**src/rtl/mips_pkg.sv**
```systemverilog
// Shared types and constants for the 5-stage MIPS pipeline control logic.
// Forwarding selects are encoded as the ALU operand mux expects them.
package mips_pkg;

  typedef enum logic [0:0] {
    RUN      = 1'b0,
    MEM_WAIT = 1'b1
  } state_t;

  localparam logic [1:0] FWD_REG = 2'b00;
  localparam logic [1:0] FWD_MEM = 2'b10;
  localparam logic [1:0] FWD_WB  = 2'b01;

endpackage

```
**src/rtl/fwd_unit.sv**
```systemverilog
// EX-stage forwarding select for one ALU operand.
// The youngest producer (MEM) wins over WB, and r0 is never forwarded.
module fwd_unit
  import mips_pkg::*;
(
  input  logic [4:0] src_i,
  input  logic       mem_reg_write_i,
  input  logic [4:0] mem_dest_i,
  input  logic       wb_reg_write_i,
  input  logic [4:0] wb_dest_i,
  output logic [1:0] sel_o
);

  always_comb begin
    sel_o = FWD_REG;
    if (mem_reg_write_i && (mem_dest_i != 5'd0) && (mem_dest_i == src_i)) begin
      sel_o = FWD_MEM;
    end else if (wb_reg_write_i && (wb_dest_i != 5'd0) && (wb_dest_i == src_i)) begin
      sel_o = FWD_WB;
    end
  end

endmodule

```
**src/rtl/pipe_hazard_ctrl.sv**
```systemverilog
// Pipeline sequencing controller: freeze on data-memory wait, flush on taken
// branch, one-cycle bubble on load-use, plus forwarding selects and counters.
module pipe_hazard_ctrl
  import mips_pkg::*;
#(
  parameter int TIMEOUT = 64,
  parameter int CNT_W   = 16
) (
  input  logic             clk,
  input  logic             rst,
  input  logic [4:0]       id_rs,
  input  logic [4:0]       id_rt,
  input  logic             ex_mem_read,
  input  logic [4:0]       ex_rt,
  input  logic [4:0]       ex_rs_fw,
  input  logic [4:0]       ex_rt_fw,
  input  logic             mem_reg_write,
  input  logic             wb_reg_write,
  input  logic [4:0]       mem_dest,
  input  logic [4:0]       wb_dest,
  input  logic             branch_taken,
  input  logic             dmem_req,
  input  logic             dmem_ready,
  output logic             pc_write,
  output logic             if2id_write,
  output logic             id2exe_write,
  output logic             exe2mem_write,
  output logic             if2id_flush,
  output logic             id2exe_flush,
  output logic             exe2mem_flush,
  output logic             mem2wb_bubble,
  output logic [1:0]       fwd_a,
  output logic [1:0]       fwd_b,
  output logic [CNT_W-1:0] stall_cnt,
  output logic             mem_timeout
);

  localparam int                WAIT_W    = $clog2(TIMEOUT + 1);
  localparam logic [WAIT_W-1:0] WAIT_MAX  = WAIT_W'(TIMEOUT);
  localparam logic [CNT_W-1:0]  STALL_MAX = {CNT_W{1'b1}};

  state_t            state_q, state_d;
  logic [WAIT_W-1:0] wait_q, wait_d;
  logic [CNT_W-1:0]  stall_q, stall_d;
  logic              timeout_q, timeout_d;

  logic       freeze, flush, load_use;
  logic [1:0] sel_a, sel_b;

  // In MEM_WAIT the access is already in flight, so only ready matters.
  assign freeze   = (state_q == RUN) ? (dmem_req && !dmem_ready) : !dmem_ready;
  assign flush    = branch_taken && !freeze;
  assign load_use = ex_mem_read && (ex_rt != 5'd0) &&
                    ((ex_rt == id_rs) || (ex_rt == id_rt)) && !flush && !freeze;

  always_comb begin
    pc_write      = 1'b1;
    if2id_write   = 1'b1;
    id2exe_write  = 1'b1;
    exe2mem_write = 1'b1;
    if2id_flush   = 1'b0;
    id2exe_flush  = 1'b0;
    exe2mem_flush = 1'b0;
    mem2wb_bubble = 1'b0;
    if (rst) begin
      pc_write      = 1'b0;
      if2id_write   = 1'b0;
      id2exe_write  = 1'b0;
      exe2mem_write = 1'b0;
      if2id_flush   = 1'b1;
      id2exe_flush  = 1'b1;
      exe2mem_flush = 1'b1;
      mem2wb_bubble = 1'b1;
    end else if (freeze) begin
      pc_write      = 1'b0;
      if2id_write   = 1'b0;
      id2exe_write  = 1'b0;
      exe2mem_write = 1'b0;
      mem2wb_bubble = 1'b1;
    end else if (flush) begin
      if2id_flush   = 1'b1;
      id2exe_flush  = 1'b1;
      exe2mem_flush = 1'b1;
    end else if (load_use) begin
      pc_write      = 1'b0;
      if2id_write   = 1'b0;
      id2exe_flush  = 1'b1;
    end
  end

  fwd_unit u_fwd_a (
    .src_i           (ex_rs_fw),
    .mem_reg_write_i (mem_reg_write),
    .mem_dest_i      (mem_dest),
    .wb_reg_write_i  (wb_reg_write),
    .wb_dest_i       (wb_dest),
    .sel_o           (sel_a)
  );

  fwd_unit u_fwd_b (
    .src_i           (ex_rt_fw),
    .mem_reg_write_i (mem_reg_write),
    .mem_dest_i      (mem_dest),
    .wb_reg_write_i  (wb_reg_write),
    .wb_dest_i       (wb_dest),
    .sel_o           (sel_b)
  );

  assign fwd_a = rst ? FWD_REG : sel_a;
  assign fwd_b = rst ? FWD_REG : sel_b;

  // Wait counter restarts from zero on every MEM_WAIT entry and saturates at TIMEOUT.
  always_comb begin
    state_d   = freeze ? MEM_WAIT : RUN;
    wait_d    = '0;
    timeout_d = timeout_q;
    if (state_q == MEM_WAIT) begin
      wait_d = (wait_q == WAIT_MAX) ? wait_q : wait_q + WAIT_W'(1);
      if (wait_d == WAIT_MAX) begin
        timeout_d = 1'b1;
      end
    end
    stall_d = stall_q;
    if (!pc_write && (stall_q != STALL_MAX)) begin
      stall_d = stall_q + CNT_W'(1);
    end
  end

  always_ff @(posedge clk or posedge rst) begin
    if (rst) begin
      state_q   <= RUN;
      wait_q    <= '0;
      stall_q   <= '0;
      timeout_q <= 1'b0;
    end else begin
      state_q   <= state_d;
      wait_q    <= wait_d;
      stall_q   <= stall_d;
      timeout_q <= timeout_d;
    end
  end

  assign stall_cnt   = stall_q;
  assign mem_timeout = timeout_q;

endmodule

```
**config.mk**
```make
export PLATFORM = sky130hd
export DESIGN_NAME = pipe_hazard_ctrl
export DESIGN_NICKNAME = d
export VERILOG_FILES = /design/src/rtl/mips_pkg.sv /design/src/rtl/fwd_unit.sv /design/src/rtl/pipe_hazard_ctrl.sv
export SDC_FILE = /design/constraint.sdc
export NUM_CORES = 1
export LEC_CHECK = 0
export BUFFER_PORTS_ARGS = -buffer_cell sky130_fd_sc_hd__buf_2
export CAP_MARGIN = 20
export CORE_MARGIN = 2
export CORE_UTILIZATION = 52
export CTS_CLUSTER_SIZE = 20
export DETAILED_ROUTE_END_ITERATION = 12
export PLACE_DENSITY = 0.88
export SYNTH_ARGS = -nofsm -noshare
export SYNTH_HDL_FRONTEND = slang
export SYNTH_HIERARCHICAL = 1
export SYNTH_SLANG_ARGS = --single-unit
```
**constraint.sdc**
```tcl
create_clock -name clk -period 4.05 [get_ports clk]
set_clock_uncertainty 0.15 [all_clocks]
set_input_delay 0.2025 -clock clk [delete_from_list [all_inputs] [get_ports clk]]
set_output_delay 0.2025 -clock clk [all_outputs]
set_load 0.1 [all_outputs]
```
# Yosys cells after proc, flatten, opt, wreduce, memory -nomap -nowiden
# Cells that the tools add are included.
dict set report totals {
  reg_bits 25
  out_inout_bits 29
  word_cells 61
}
dict set report classes {
  n_addsub 2
  n_eq_ne 9
  mux 24
  reduce_logical 22
}
# op n
set ops {}
lappend ops {{5-bit equality test} 6}
lappend ops {{1-bit 2-to-1 mux} 18}
lappend ops {{16-bit by 1-bit adder with 16-bit output, second input constant} 1}
lappend ops {{16-bit != test, second input constant} 1}
lappend ops {{5-bit nonzero test} 3}
lappend ops {{7-bit equality test, second input constant} 2}
lappend ops {{7-bit 2-to-1 mux} 2}
lappend ops {{1-bit logical AND} 13}
lappend ops {{2-bit 2-to-1 mux} 4}
lappend ops {{7-bit by 1-bit adder with 7-bit output, second input constant} 1}
lappend ops {{1-bit logical NOT} 4}
lappend ops {{2-bit AND reduction} 1}
lappend ops {{1-bit logical OR} 1}

# Depth between registers and ports, before layout
dict set report logic_depth {
  ltp_word 14
  ltp_mapped 8
  depth_no_buf 7
}

# By module
# Netlist, hierarchy kept.
# module n_inst cells_per_inst area_per_inst_um2
set modules_own_cells {}
lappend modules_own_cells {pipe_hazard_ctrl 1 150 1495.2}
lappend modules_own_cells {fwd_unit 2 20 151.4}

# Worst setup path after synthesis
# No wires, ideal clock.
dict set report synth_path {
  path_kind {input port to output port}
  startpoint {input port rst}
  endpoint {output port pc_write}
  arrival_time_ns 3.889
  path_slack_ns -0.192
  cell_stages 4
  path_buffers 1
  cell_sequence {inv_1 > nand2_1 > a21oi_1 > buf_4}
}
dict set report synth_between {
  elab_chain_cells 1
}
# item line_no
set synth_lines {}
lappend synth_lines {{start: declaration} pipe_hazard_ctrl.sv:10} ;# input logic rst,
lappend synth_lines {{1-bit 2-to-1 mux} --}
lappend synth_lines {{end: declaration} pipe_hazard_ctrl.sv:24} ;# output logic pc_write,
# No other way between the ends.

# Worst setup path in the final report
dict set report layout_path {
  startpoint {register stall_q[0], in the netlist stall_cnt[0]}
  endpoint {register stall_q[1], in the netlist stall_cnt[1]}
}
dict set report layout_between {
  elab_chain_cells 2
  elab_cells_between_ends 3
  classes_between {add/sub (1); eq/ne (1); reduce/logical (1)}
}
# item line_no
set layout_lines {}
lappend layout_lines {{start: declaration} pipe_hazard_ctrl.sv:44} ;# logic [CNT_W-1:0] stall_q, stall_d;
lappend layout_lines {{start signal: assignment} pipe_hazard_ctrl.sv:138} ;# stall_q <= stall_d;
lappend layout_lines {{parallel branches: the longest is 2 deep, another holds 16-bit by 1-bit adder with 16-bit output} --}
# Several ways; the timed one is not identified.
# A chain may end at the register's enable or synchronous reset.

==> flow_metrics.env <==
export IMPL_final_hold_violation_count=0
export IMPL_crit_path_max_fanout=16
export IMPL_critPathLaunchType="flip-flop"
export IMPL_cellLeakagePower_uw=0.00111
export IMPL_crit_path_cell_trace="ha_1 > and4_4 > nand3_4 > or2_0 > a31oi_4 > mux2_2"
export IMPL_core_rowCount=21
export IMPL_post_route_period_util_pct=59.8
export IMPL_netlist_cell_type_count=40
export IMPL_finalSetupViolations=0
export IMPL_num_antenna_cells=0
export IMPL_ys_flop_type="dfrtp_1"
export IMPL_route_vias_total=1568
export IMPL_grt_antenna_before_repair=0
export IMPL_critical_path_class="flip-flop to flip-flop"
export IMPL_synth_area_leader_cell="dfrtp_1"
export IMPL_die_x_um=62.8
export IMPL_htree_num_levels=1
export IMPL_power_per_cell_area_nw_per_um2=427
export IMPL_cts_resized=0
export IMPL_synth_edf_count=0
export IMPL_cts_tree="built"
export IMPL_syn_area_per_cell_um2=9.46
export IMPL_postRouteWirelength_um=3870
export IMPL_postCtsSetupRepairBufs=0
export IMPL_coreArea_um2=3340
export IMPL_timing_critical_path_slowest_cell_delay_ps=510
export IMPL_avgViaCountPerCell=5.09
export IMPL_final_layout_net_count=309
export IMPL_globalRoute_totalOverflow=0
export IMPL_hpwlAfterDp_um=3120
export IMPL_synth_seq_cells=25
export IMPL_grt_first_pass_wirelength_um=6840
export IMPL_cts_root_buf="clkbuf_4"
export IMPL_die_ht_um=62.8
export IMPL_most_common_cell_in_the_synthesized_netlist="xnor2_1"
export IMPL_maxCapViolations=0
export IMPL_cts_hold_buf=2
export IMPL_finalSetupTns_ps=0
export IMPL_yosys_top_cells_count="xnor2_1, dfrtp_1, xor2_1"
export IMPL_worst_endpoint_required_ps=4120
export IMPL_netlist_top_cells_area="dfrtp_1, xnor2_1, xor2_1"
export IMPL_number_of_pins_exceeding_their_max_slew_limit_in_the_final_report=0
export IMPL_critical_path_buf_inv_count=0
export IMPL_p_total_uw=951
export IMPL_postRouteAntennaNets=0
export IMPL_clock_latency_on_the_worst_skew_pair_ps=330
export IMPL_layout_drive_gt1_share_pct=37.4
export IMPL_synth_async_sr_flop_share_pct=100
export IMPL_area_growth_syn_to_layout_pct=23.9
export IMPL_nets_in_the_synthesized_netlist=236
export IMPL_hold_path_class="input pin to flip-flop"
export IMPL_max_slew_margin_pct=63.7
export IMPL_rsz0062_at_grt="no"
export IMPL_drt_pass1_iterations=4
export IMPL_portBuffers=71
export IMPL_layout_min_cycle_time_ps=2420
export IMPL_global_route_usage_total_pct=21.4
export IMPL_netlist_area_leader_share_pct=34.8
export IMPL_run_status="finished, final reports clean"
export IMPL_via_count_of_the_first_global_routing_pass=1579
export IMPL_netlist_area_um2=1800
export IMPL_die_area_um2=3940
export IMPL_clock_path_buffers=2
export IMPL_route_detailed_wl_per_inst_um=12.6
export IMPL_slowest_stage="a31oi_4"
export IMPL_cts_buffers_inserted=3
export IMPL_synth_seq_area_share_pct=34.8
export IMPL_grt_start_max_net_pins=28
export IMPL_yosys_warnings=6
export IMPL_timing_worst_slew_pin_value_ps=545
export IMPL_detail_route_drc_violations=0
export IMPL_worst_ir_drop_vdd_mv=0.442
export IMPL_cts_sink_count=25
export IMPL_fmax_mhz=413
export IMPL_starting_density_pct=53.9
export IMPL_crit_family="simple AND/OR/NAND/NOR gates"
export IMPL_drt_iter0_markers=63
export IMPL_io_pins=72
export IMPL_cp_end_kind="flip-flop"
export IMPL_clock_pin_slew_on_the_worst_setup_and_hold_paths_ps=130
export IMPL_fillCellCount=288
export IMPL_cp_data_arrival_time_ps=2500
export IMPL_synthesized_instance_count=190
export IMPL_gp_congestion=0.916
-- cell usage in the layout (no fill, tap or decap), types with 2 or more instances in the layout --
cell,synthesis,routed
dlygate4sd3_1,0,2
nor3_2,3,3
o41ai_2,2,2
and2_1,5,5
nor2_1,6,6
inv_1,5,5
xor2_1,21,21
nand3_1,18,18
nor3b_1,2,2
a21oi_1,3,2
nand2_1,15,15
nor4_1,2,2
buf_2,0,71
a211oi_2,2,2
nor2b_1,5,5
xnor2_1,28,28
nor3_1,7,7
dfrtp_1,25,25
ha_1,3,3
clkbuf_4,0,3
and3_1,6,6
nor2_2,8,8
-- logic make-up after synthesis --
family	Yosys count	synth area share, %
buffers and inverters	11	3.34
AOI/OAI and AO/OA	17	8.84
muxes	1	0.626
xor gates and xnor gates	49	23.9
DFF	25	34.8
adders and majority gates	3	2.09
and+or+nand+nor	84	26.4
-- final timing paths --
check	from	endpoint	slack [ps]	cells past startpoint
hold reg to reg	mem_timeout	mem_timeout	340	1
max in group asynchronous	rst	stall_cnt[13]	3160	4
setup / recovery	stall_cnt[0]	stall_cnt[1]	1630	6
min in group asynchronous	rst	wait_q[2]	330	4
setup reg to reg	stall_cnt[0]	stall_cnt[1]	1630	6
hold / removal	dmem_ready	state_q	20	3
-- final cells by class --
type	count	area, um2	share of cell area (%)
clock inverters	1	5.00	0.225
flip-flops and latches	25	626	28.1
well taps	46	57.6	2.58
multi-input cells	154	1120	50.1
repair buffers	74	383	17.2
clock buffers	3	22.5	1.01
inverters	5	18.8	0.842
-- routing by layer --
metal  part of all wire, %  vias to the layer above  global-route usage (%)
li1                      -                      786                       -
met1                    45                      743                    26.8
met2                    51                       34                    38.2
met3                   3.9                        5                    3.60
met4                  0.72                        0                    5.56
met5                     0                        -                       0
-- report_power, final --
group / total (uW) / internal [uW] / switching [uW] / leakage (uW)
sequential: 335 / 286 / 48.7 / 0.000334
combinational: 502 / 111 / 391 / 0.000760
clock: 115 / 37.1 / 77.7 / 0.0000177
-- flip-flops by register name (all words and copies together) (netlist names) --
register     count
stall_cnt       16
state_q          1
wait_q           7
mem_timeout      1
-- worst reg2reg max path, cell delays in order, from the launching register on --
cell     delay [ps]
dfrtp_1         440
ha_1            220
and4_4          250
nand3_4         100
or2_0           280
a31oi_4         510
mux2_2          400
-- per-stage QoR --
step | utilization, % | std cells | setup slack (ps) | area [um2] | hold WS, ps
global route | 66.8 | 308 | 1460 | 2230 | 58.0
floorplan | - | 190 | 497 | 1800 | 96.4
CTS | 66.8 | 308 | 1590 | 2230 | 22.1
finish | 66.8 | 308 | 1630 | 2230 | 23.9
detailed placement | 65.4 | 302 | 1640 | 2180 | 172
global placement | 65.4 | 302 | 1700 | 2180 | 160
No activity file was read; power rests on OpenSTA's default activity.
